==> src/rtl/nn_pkg.sv <==
// rtl/nn_pkg.sv - shared neuron widths, quantiser and sequencer state encoding
package nn_pkg;

    localparam int NN_ACT_W  = 8;
    localparam int NN_WGT_W  = 8;
    localparam int NN_BIAS_W = 16;
    localparam int NN_PROD_W = 16;
    localparam int NN_ACC_W  = 23;
    localparam int NN_SHIFT  = 6;

    typedef enum logic [2:0] {
        IDLE,
        MAC,
        DRAIN,
        QUANT,
        DONE
    } seq_state_t;

    // ReLU, saturate to 127, round half-up on bit shift-1, clamp a rounded 128 back to 127.
    // The accumulator arrives sign-extended to 64 bits so any ACC_W up to 64 is handled.
    function automatic logic [7:0] quantise(input logic signed [63:0] acc, input int shift);
        logic [8:0] rounded;
        rounded  = '0;
        quantise = 8'd0;
        if (acc[63]) begin
            quantise = 8'd0;
        end else if ((acc >>> (shift + 7)) != 64'sd0) begin
            quantise = 8'd127;
        end else begin
            rounded  = {1'b0, acc[shift +: 8]} + 9'(acc[shift - 1]);
            quantise = (rounded > 9'd127) ? 8'd127 : rounded[7:0];
        end
    endfunction

endpackage

==> src/rtl/mac_unit.sv <==
// rtl/mac_unit.sv - registered signed 8x8 multiply-accumulate with bias load
module mac_unit
    import nn_pkg::*;
#(
    parameter int ACC_W = NN_ACC_W
) (
    input  logic                           clk,
    input  logic                           reset,
    input  logic                           en,
    input  logic                           load,
    input  logic signed [NN_ACT_W-1:0]     act,
    input  logic signed [NN_WGT_W-1:0]     wgt,
    input  logic signed [NN_BIAS_W-1:0]    bias,
    output logic signed [ACC_W-1:0]        acc
);

    logic signed [NN_PROD_W-1:0] act_x;
    logic signed [NN_PROD_W-1:0] wgt_x;
    logic signed [NN_PROD_W-1:0] product;
    logic signed [ACC_W-1:0]     prod_ext;
    logic signed [ACC_W-1:0]     bias_ext;

    assign act_x    = {{(NN_PROD_W-NN_ACT_W){act[NN_ACT_W-1]}}, act};
    assign wgt_x    = {{(NN_PROD_W-NN_WGT_W){wgt[NN_WGT_W-1]}}, wgt};
    assign product  = act_x * wgt_x;
    assign prod_ext = ACC_W'(product);
    assign bias_ext = ACC_W'(bias);

    always_ff @(posedge clk) begin
        if (reset) begin
            acc <= '0;
        end else if (en) begin
            acc <= load ? (bias_ext + prod_ext) : (acc + prod_ext);
        end
    end

endmodule

==> src/rtl/layer_mac_sequencer.sv <==
// rtl/layer_mac_sequencer.sv - evaluates a dense layer one neuron at a time on a shared MAC
module layer_mac_sequencer
    import nn_pkg::*;
#(
    parameter int N_IN  = 5,
    parameter int N_OUT = 8,
    parameter int ACC_W = NN_ACC_W,
    parameter int SHIFT = NN_SHIFT,
    parameter int WA_W  = (N_IN * N_OUT > 1) ? $clog2(N_IN * N_OUT) : 1,
    parameter int NA_W  = (N_OUT > 1) ? $clog2(N_OUT) : 1
) (
    input  logic                  clk,
    input  logic                  reset,
    input  logic                  start,
    input  logic [8*N_IN-1:0]     in_vec,
    output logic                  busy,
    output logic [WA_W-1:0]       w_addr,
    input  logic [7:0]            w_data,
    output logic [NA_W-1:0]       b_addr,
    input  logic [15:0]           b_data,
    output logic                  out_valid,
    output logic [NA_W-1:0]       out_idx,
    output logic [7:0]            out_data,
    output logic                  done
);

    localparam int KA_W = (N_IN > 1) ? $clog2(N_IN) : 1;

    seq_state_t state, state_nxt;

    logic [NA_W-1:0]         n;
    logic [KA_W-1:0]         k;
    logic [KA_W-1:0]         k_d;
    logic                    data_valid_d;
    logic                    first_d;
    logic [8*N_IN-1:0]       in_bank;
    logic signed [7:0]       act;
    logic signed [ACC_W-1:0] acc;
    logic signed [63:0]      acc_ext;
    logic                    accept;
    logic                    last_k;
    logic                    last_n;

    // done is still high in the cycle after DONE; refusing start there keeps passes apart
    assign accept  = (state == IDLE) && start && !done;
    assign last_k  = (k == KA_W'(N_IN - 1));
    assign last_n  = (n == NA_W'(N_OUT - 1));
    assign act     = in_bank[8*k_d +: 8];
    assign acc_ext = 64'(acc);

    always_ff @(posedge clk) begin
        if (reset) begin
            state <= IDLE;
        end else begin
            state <= state_nxt;
        end
    end

    always_comb begin
        state_nxt = state;
        case (state)
            IDLE:    if (accept) state_nxt = MAC;
            MAC:     if (last_k) state_nxt = DRAIN;
            DRAIN:   state_nxt = QUANT;
            QUANT:   state_nxt = last_n ? DONE : MAC;
            DONE:    state_nxt = IDLE;
            default: state_nxt = IDLE;
        endcase
    end

    // Addresses run as counters so the ROM sees a gap-free 0..N_IN*N_OUT-1 sequence
    always_ff @(posedge clk) begin
        if (reset) begin
            busy         <= 1'b0;
            done         <= 1'b0;
            out_valid    <= 1'b0;
            out_idx      <= '0;
            out_data     <= '0;
            w_addr       <= '0;
            b_addr       <= '0;
            n            <= '0;
            k            <= '0;
            k_d          <= '0;
            data_valid_d <= 1'b0;
            first_d      <= 1'b0;
            in_bank      <= '0;
        end else begin
            out_valid    <= 1'b0;
            done         <= 1'b0;
            data_valid_d <= (state == MAC);
            first_d      <= (state == MAC) && (k == '0);
            k_d          <= k;
            case (state)
                IDLE: begin
                    if (accept) begin
                        in_bank <= in_vec;
                        n       <= '0;
                        k       <= '0;
                        w_addr  <= '0;
                        b_addr  <= '0;
                        busy    <= 1'b1;
                    end
                end
                MAC: begin
                    if (!last_k) begin
                        k      <= k + KA_W'(1);
                        w_addr <= w_addr + WA_W'(1);
                    end
                end
                QUANT: begin
                    out_data  <= quantise(acc_ext, SHIFT);
                    out_idx   <= n;
                    out_valid <= 1'b1;
                    if (!last_n) begin
                        n      <= n + NA_W'(1);
                        k      <= '0;
                        w_addr <= w_addr + WA_W'(1);
                        b_addr <= n + NA_W'(1);
                    end
                end
                DONE: begin
                    done <= 1'b1;
                    busy <= 1'b0;
                end
                default: ;
            endcase
        end
    end

    mac_unit #(
        .ACC_W (ACC_W)
    ) u_mac (
        .clk   (clk),
        .reset (reset),
        .en    (data_valid_d),
        .load  (first_d),
        .act   (act),
        .wgt   (w_data),
        .bias  (b_data),
        .acc   (acc)
    );

endmodule

==> config.mk <==
export PLATFORM = sky130hd
export DESIGN_NAME = layer_mac_sequencer
export DESIGN_NICKNAME = d
export VERILOG_FILES = /design/src/rtl/nn_pkg.sv /design/src/rtl/mac_unit.sv /design/src/rtl/layer_mac_sequencer.sv
export SDC_FILE = /design/constraint.sdc
export NUM_CORES = 1
export LEC_CHECK = 0
export BUFFER_PORTS_ARGS = -buffer_cell sky130_fd_sc_hd__clkbuf_2
export CORE_UTILIZATION = 50
export CTS_CLUSTER_SIZE = 14
export DETAILED_ROUTE_END_ITERATION = 16
export PLACE_DENSITY = 0.74
export SLEW_MARGIN = 15
export SYNTH_ARGS = -nofsm -noshare
export SYNTH_HDL_FRONTEND = slang
export SYNTH_SLANG_ARGS = --single-unit
==> constraint.sdc <==
create_clock -name clk -period 7.7 [get_ports clk]
set_input_delay 0.385 -clock clk [delete_from_list [all_inputs] [get_ports clk]]
set_output_delay 0.385 -clock clk [all_outputs]
set_load 0.01 [all_outputs]
==> run_results.csv <==
group,metric,value,unit
worst_setup_path,crit_slowest_cell,"fa_1",
synth,yosysWarnings,0,
power_and_ir_drop,p_per_area,267,nW/um^2
floorplanning,rows,47,
sta,final.setup.tns,0,ns
sta,slew_violations,0,
power_and_ir_drop,cellLeakagePower,4.25,nW
floorplanning,initial_utilization,0.512,
global_route,grt_pass1_vias,7189,
sta,rsz0062_at_grt,"no",
detailed_routing,drt-total-wl,20100,microns
sta,hold_ws,0.238,ns
detailed_routing,drt.antenna.violating_nets,0,
worst_setup_path,critPathMaxStageDelay,0.55,ns
global_route,grt_max_degree,96,
worst_setup_path,endpoint_kind,"flop",
global_route,grt.busiest_layer,"met2",
placement,hpwl,15600,microns
synth,ys_async_sr_fraction,0,
synth,synthMuxAreaShare,0.0273,
global_route,grt_overflow,0,
global_route,antenna_found_initial,0,
clock_network,cts_tree,"done",
synth,avgSynthCellArea,8.27,sq um
sta,final-setup-viol-count,0,
sta,hold_viol,0,
sta,period_share,0.937,
final_layout,nets,1309,
floorplanning,io_pins,90,
placement,place_congestion,0.918,
detailed_routing,wl_per_cell,15.0,microns
synth,synth_top_family_by_area,"adder cells",
final_layout,mostFrequentLayoutCell,"nand2_1",
hold_path,hold_path.class,"input port to flop",
synth,synth-simple-area-share,0.212,
clock_network,cts_resized,0,
detailed_routing,drtIter0Drc,405,
detailed_routing,drtPass1Iterations,5,
floorplanning,die-height,132,microns
global_route,grt_pass1_wl,34500,microns
clock_network,cts_buffers,9,
floorplanning,dieArea,17500,sq um
worst_setup_path,regToRegStartpoint,"k_d[0]$_SDFF_PP0_",
synth,synth_edf_count,0,
worst_setup_path,crit_path_start,"k_d[0]$_SDFF_PP0_",
global_route,grt_use_met1,0.329,
detailed_routing,remaining_drc_errors,0,
worst_setup_path,path_delay_family,"adder cells",
synth,synthTopCellsByArea,"dfxtp_1 23%, fa_1 13%, ha_1 11%",
floorplanning,die_w,132,microns
synth,synth_top_area_share,0.229,
clock_network,clk_latency,0.36,ns
final_layout,fin_util,0.576,
detailed_routing,num_vias,7346,
final_layout,antennaDiodeCount,0,
sta,relSlewSlack,0.326,
clock_network,cts.sinks,97,
worst_setup_path,cp.required,7.97,ns
synth,synthAdderAreaFrac,0.245,
worst_setup_path,crit_buf_inv,4,
clock_network,post-cts-setup-buffers,0,
clock_network,cts_max_path_buffers,2,
sta,min_period,7.22,ns
final_layout,layout-drive-gt1-share,0.136,
status,status,"completed",
clock_network,cts_hold_buf,0,
final_layout,areaGrowthSynthToFinish,12.5,%
synth,synth_xor_area_frac,0.0454,
synth,synthFlopType,"dfxtp_1",
synth,syn_inst,1026,
clock_network,clk_pin_slew_worst_paths,0.07,ns
worst_setup_path,r2r-end,"u_mac.acc[17]$_SDFFE_PP0P_",
clock_network,cts_max_level,3,
worst_setup_path,crit_type,"flop to flop",
synth,synthesis.nets,1225,
worst_setup_path,start_kind,"flop",
power_and_ir_drop,power,2.55,mW
detailed_routing,via_per_inst,5.51,
sta,setup_ws,0.485,ns
synth,synth_compound_area_frac,0.179,
floorplanning,coreArea,16600,sq um
worst_setup_path,regToRegSetupSlack,0.48,ns
flow_run,maxCapViolations,0,
placement,io_buffer_count,89,
final_layout,fill_cells,1537,
placement,pre_cts_ws,0.423,ns
worst_setup_path,cp_max_fo,8,
worst_setup_path,cp.depth,26,
sta,fmax,139,MHz
synth,synth_seq_cells,97,
worst_setup_path,crit_end,"u_mac.acc[17]$_SDFFE_PP0P_",
worst_setup_path,rr_worst_depth,26,
worst_setup_path,cp.arrival,7.49,ns
clock_network,root_buffer,"clkbuf_16",
synth,netlist-cell-type-count,67,
sta,fin_skew,0.0129,ns
final_layout,mostFrequentLayoutCells,"125 x nand2_1, 106 x inv_1, 98 x a21oi_1, 97 x dfxtp_1, 88 x clkbuf_2",
power_and_ir_drop,vdd_drop_max,169,uV
global_route,use_met3,0.0388,
synth,ys_seq_area_frac,0.229,
global_route,use_met2,0.401,
synth,yosys.area.top_type,"dfxtp_1",
global_route,grt.total_usage,0.241,
synth,syn-cell-area,8490,sq um
sta,tightest_slew,1.01,ns
[synthesized netlist by cell type (all sizes together), types with 4 or more instances]
library cell,n
mux4,8
o31ai,4
inv,106
or3,11
o21bai,7
a31oi,11
nor3b,6
nand3,15
nor3,31
o21a,10
and3,6
nor2b,49
and2,12
a21oi,103
nor2,71
nand2b,19
nand2,125
xor2,13
fa,57
nor4,5
ha,75
a311oi,4
a211o,4
dfxtp,97
a22oi,8
a211oi,21
buf,6
clkbuf,28
a21o,10
o21ai,25
o211ai,7
mux2i,4
xnor2,31
[worst register-to-register path: stages, from the launching register on]
cell and delay, ns:
dfxtp_1 0.42, buf_4 0.17, mux4_2 0.49, a22oi_1 0.29, nand2_1 0.13, fa_1 0.54, fa_1 0.55, inv_1 0.05
fa_1 0.52, inv_1 0.05, fa_1 0.52, inv_1 0.04, ha_1 0.33, a21oi_1 0.21, o21bai_1 0.08, a21oi_1 0.22
o21bai_1 0.11, a21oi_1 0.24, o211ai_1 0.21, ha_2 0.46, nand3_2 0.11, a21oi_1 0.26, nand2_1 0.08, o21ba_4 0.25
nor4_2 0.05, or4_1 0.50, a311oi_2 0.24
[report_power, final]
group / switching [mW] / total [mW] / internal, mW
Sequential: 0.0356 / 0.569 / 0.534
Clock: 0.217 / 0.505 / 0.288
Combinational: 0.855 / 1.48 / 0.625
Total: 1.11 / 2.55 / 1.45
[final cells by class]
| cell class | count | area (sq um) | area share |
|---|---|---|---|
| Multi-Input combinational cell | 788 | 6030 | 0.632 |
| Sequential cell | 97 | 1940 | 0.203 |
| Timing Repair Buffer | 107 | 581 | 0.0608 |
| Inverter | 107 | 402 | 0.0421 |
| Tap cell | 220 | 275 | 0.0288 |
| Clock buffer | 10 | 229 | 0.0240 |
| Clock inverter | 5 | 88.8 | 0.00930 |
[registers in the layout, indices dropped and copies added (netlist names)]
register / flops
out_idx: 3
n: 3
state: 3
out_valid: 1
k: 3
in_bank: 40
busy: 1
first_d: 1
data_valid_d: 1
u_mac.acc: 23
k_d: 3
done: 1
out_data: 8
w_addr: 6
[metrics by stage]
stage | std cells | cell area (sq um)
after floorplan | 1026 | 8490
after global placement | 1319 | 9220
after detailed placement | 1319 | 9220
after CTS | 1334 | 9540
after global routing | 1334 | 9550
final | 1334 | 9550
[layer usage]
metal	routed length (microns)	up-vias
met5	0	-
met4	236	0
met3	1160	23
met2	9410	199
met1	9260	3453
li1	-	3671
[kinds of logic (layout without fill, tap and decap cells)]
group / Yosys count / in the layout
buffers and inverters: 141 / 229
adders and majority gates: 132 / 132
and+or+nand+nor: 366 / 366
xor gates and xnor gates: 44 / 44
AOI/OAI and AO/OA: 233 / 233
muxes: 13 / 13
DFF: 97 / 97
[worst min path at each step]
stage	start	end	cells past startpoint	slack, ns
4_1_cts	in_vec[37]	in_bank[37]$_SDFFE_PP0P_	3	0.23
3_5_place_dp	in_bank[26]$_SDFFE_PP0P_	in_bank[26]$_SDFFE_PP0P_	2	0.45
3_3_place_gp	in_bank[24]$_SDFFE_PP0P_	in_bank[24]$_SDFFE_PP0P_	2	0.44
5_1_grt	in_vec[13]	in_bank[13]$_SDFFE_PP0P_	3	0.25
6_report	in_vec[39]	in_bank[39]$_SDFFE_PP0P_	3	0.24
2_1_floorplan	in_bank[16]$_SDFFE_PP0P_	in_bank[16]$_SDFFE_PP0P_	2	0.43
(Power assumes the default switching activity.)
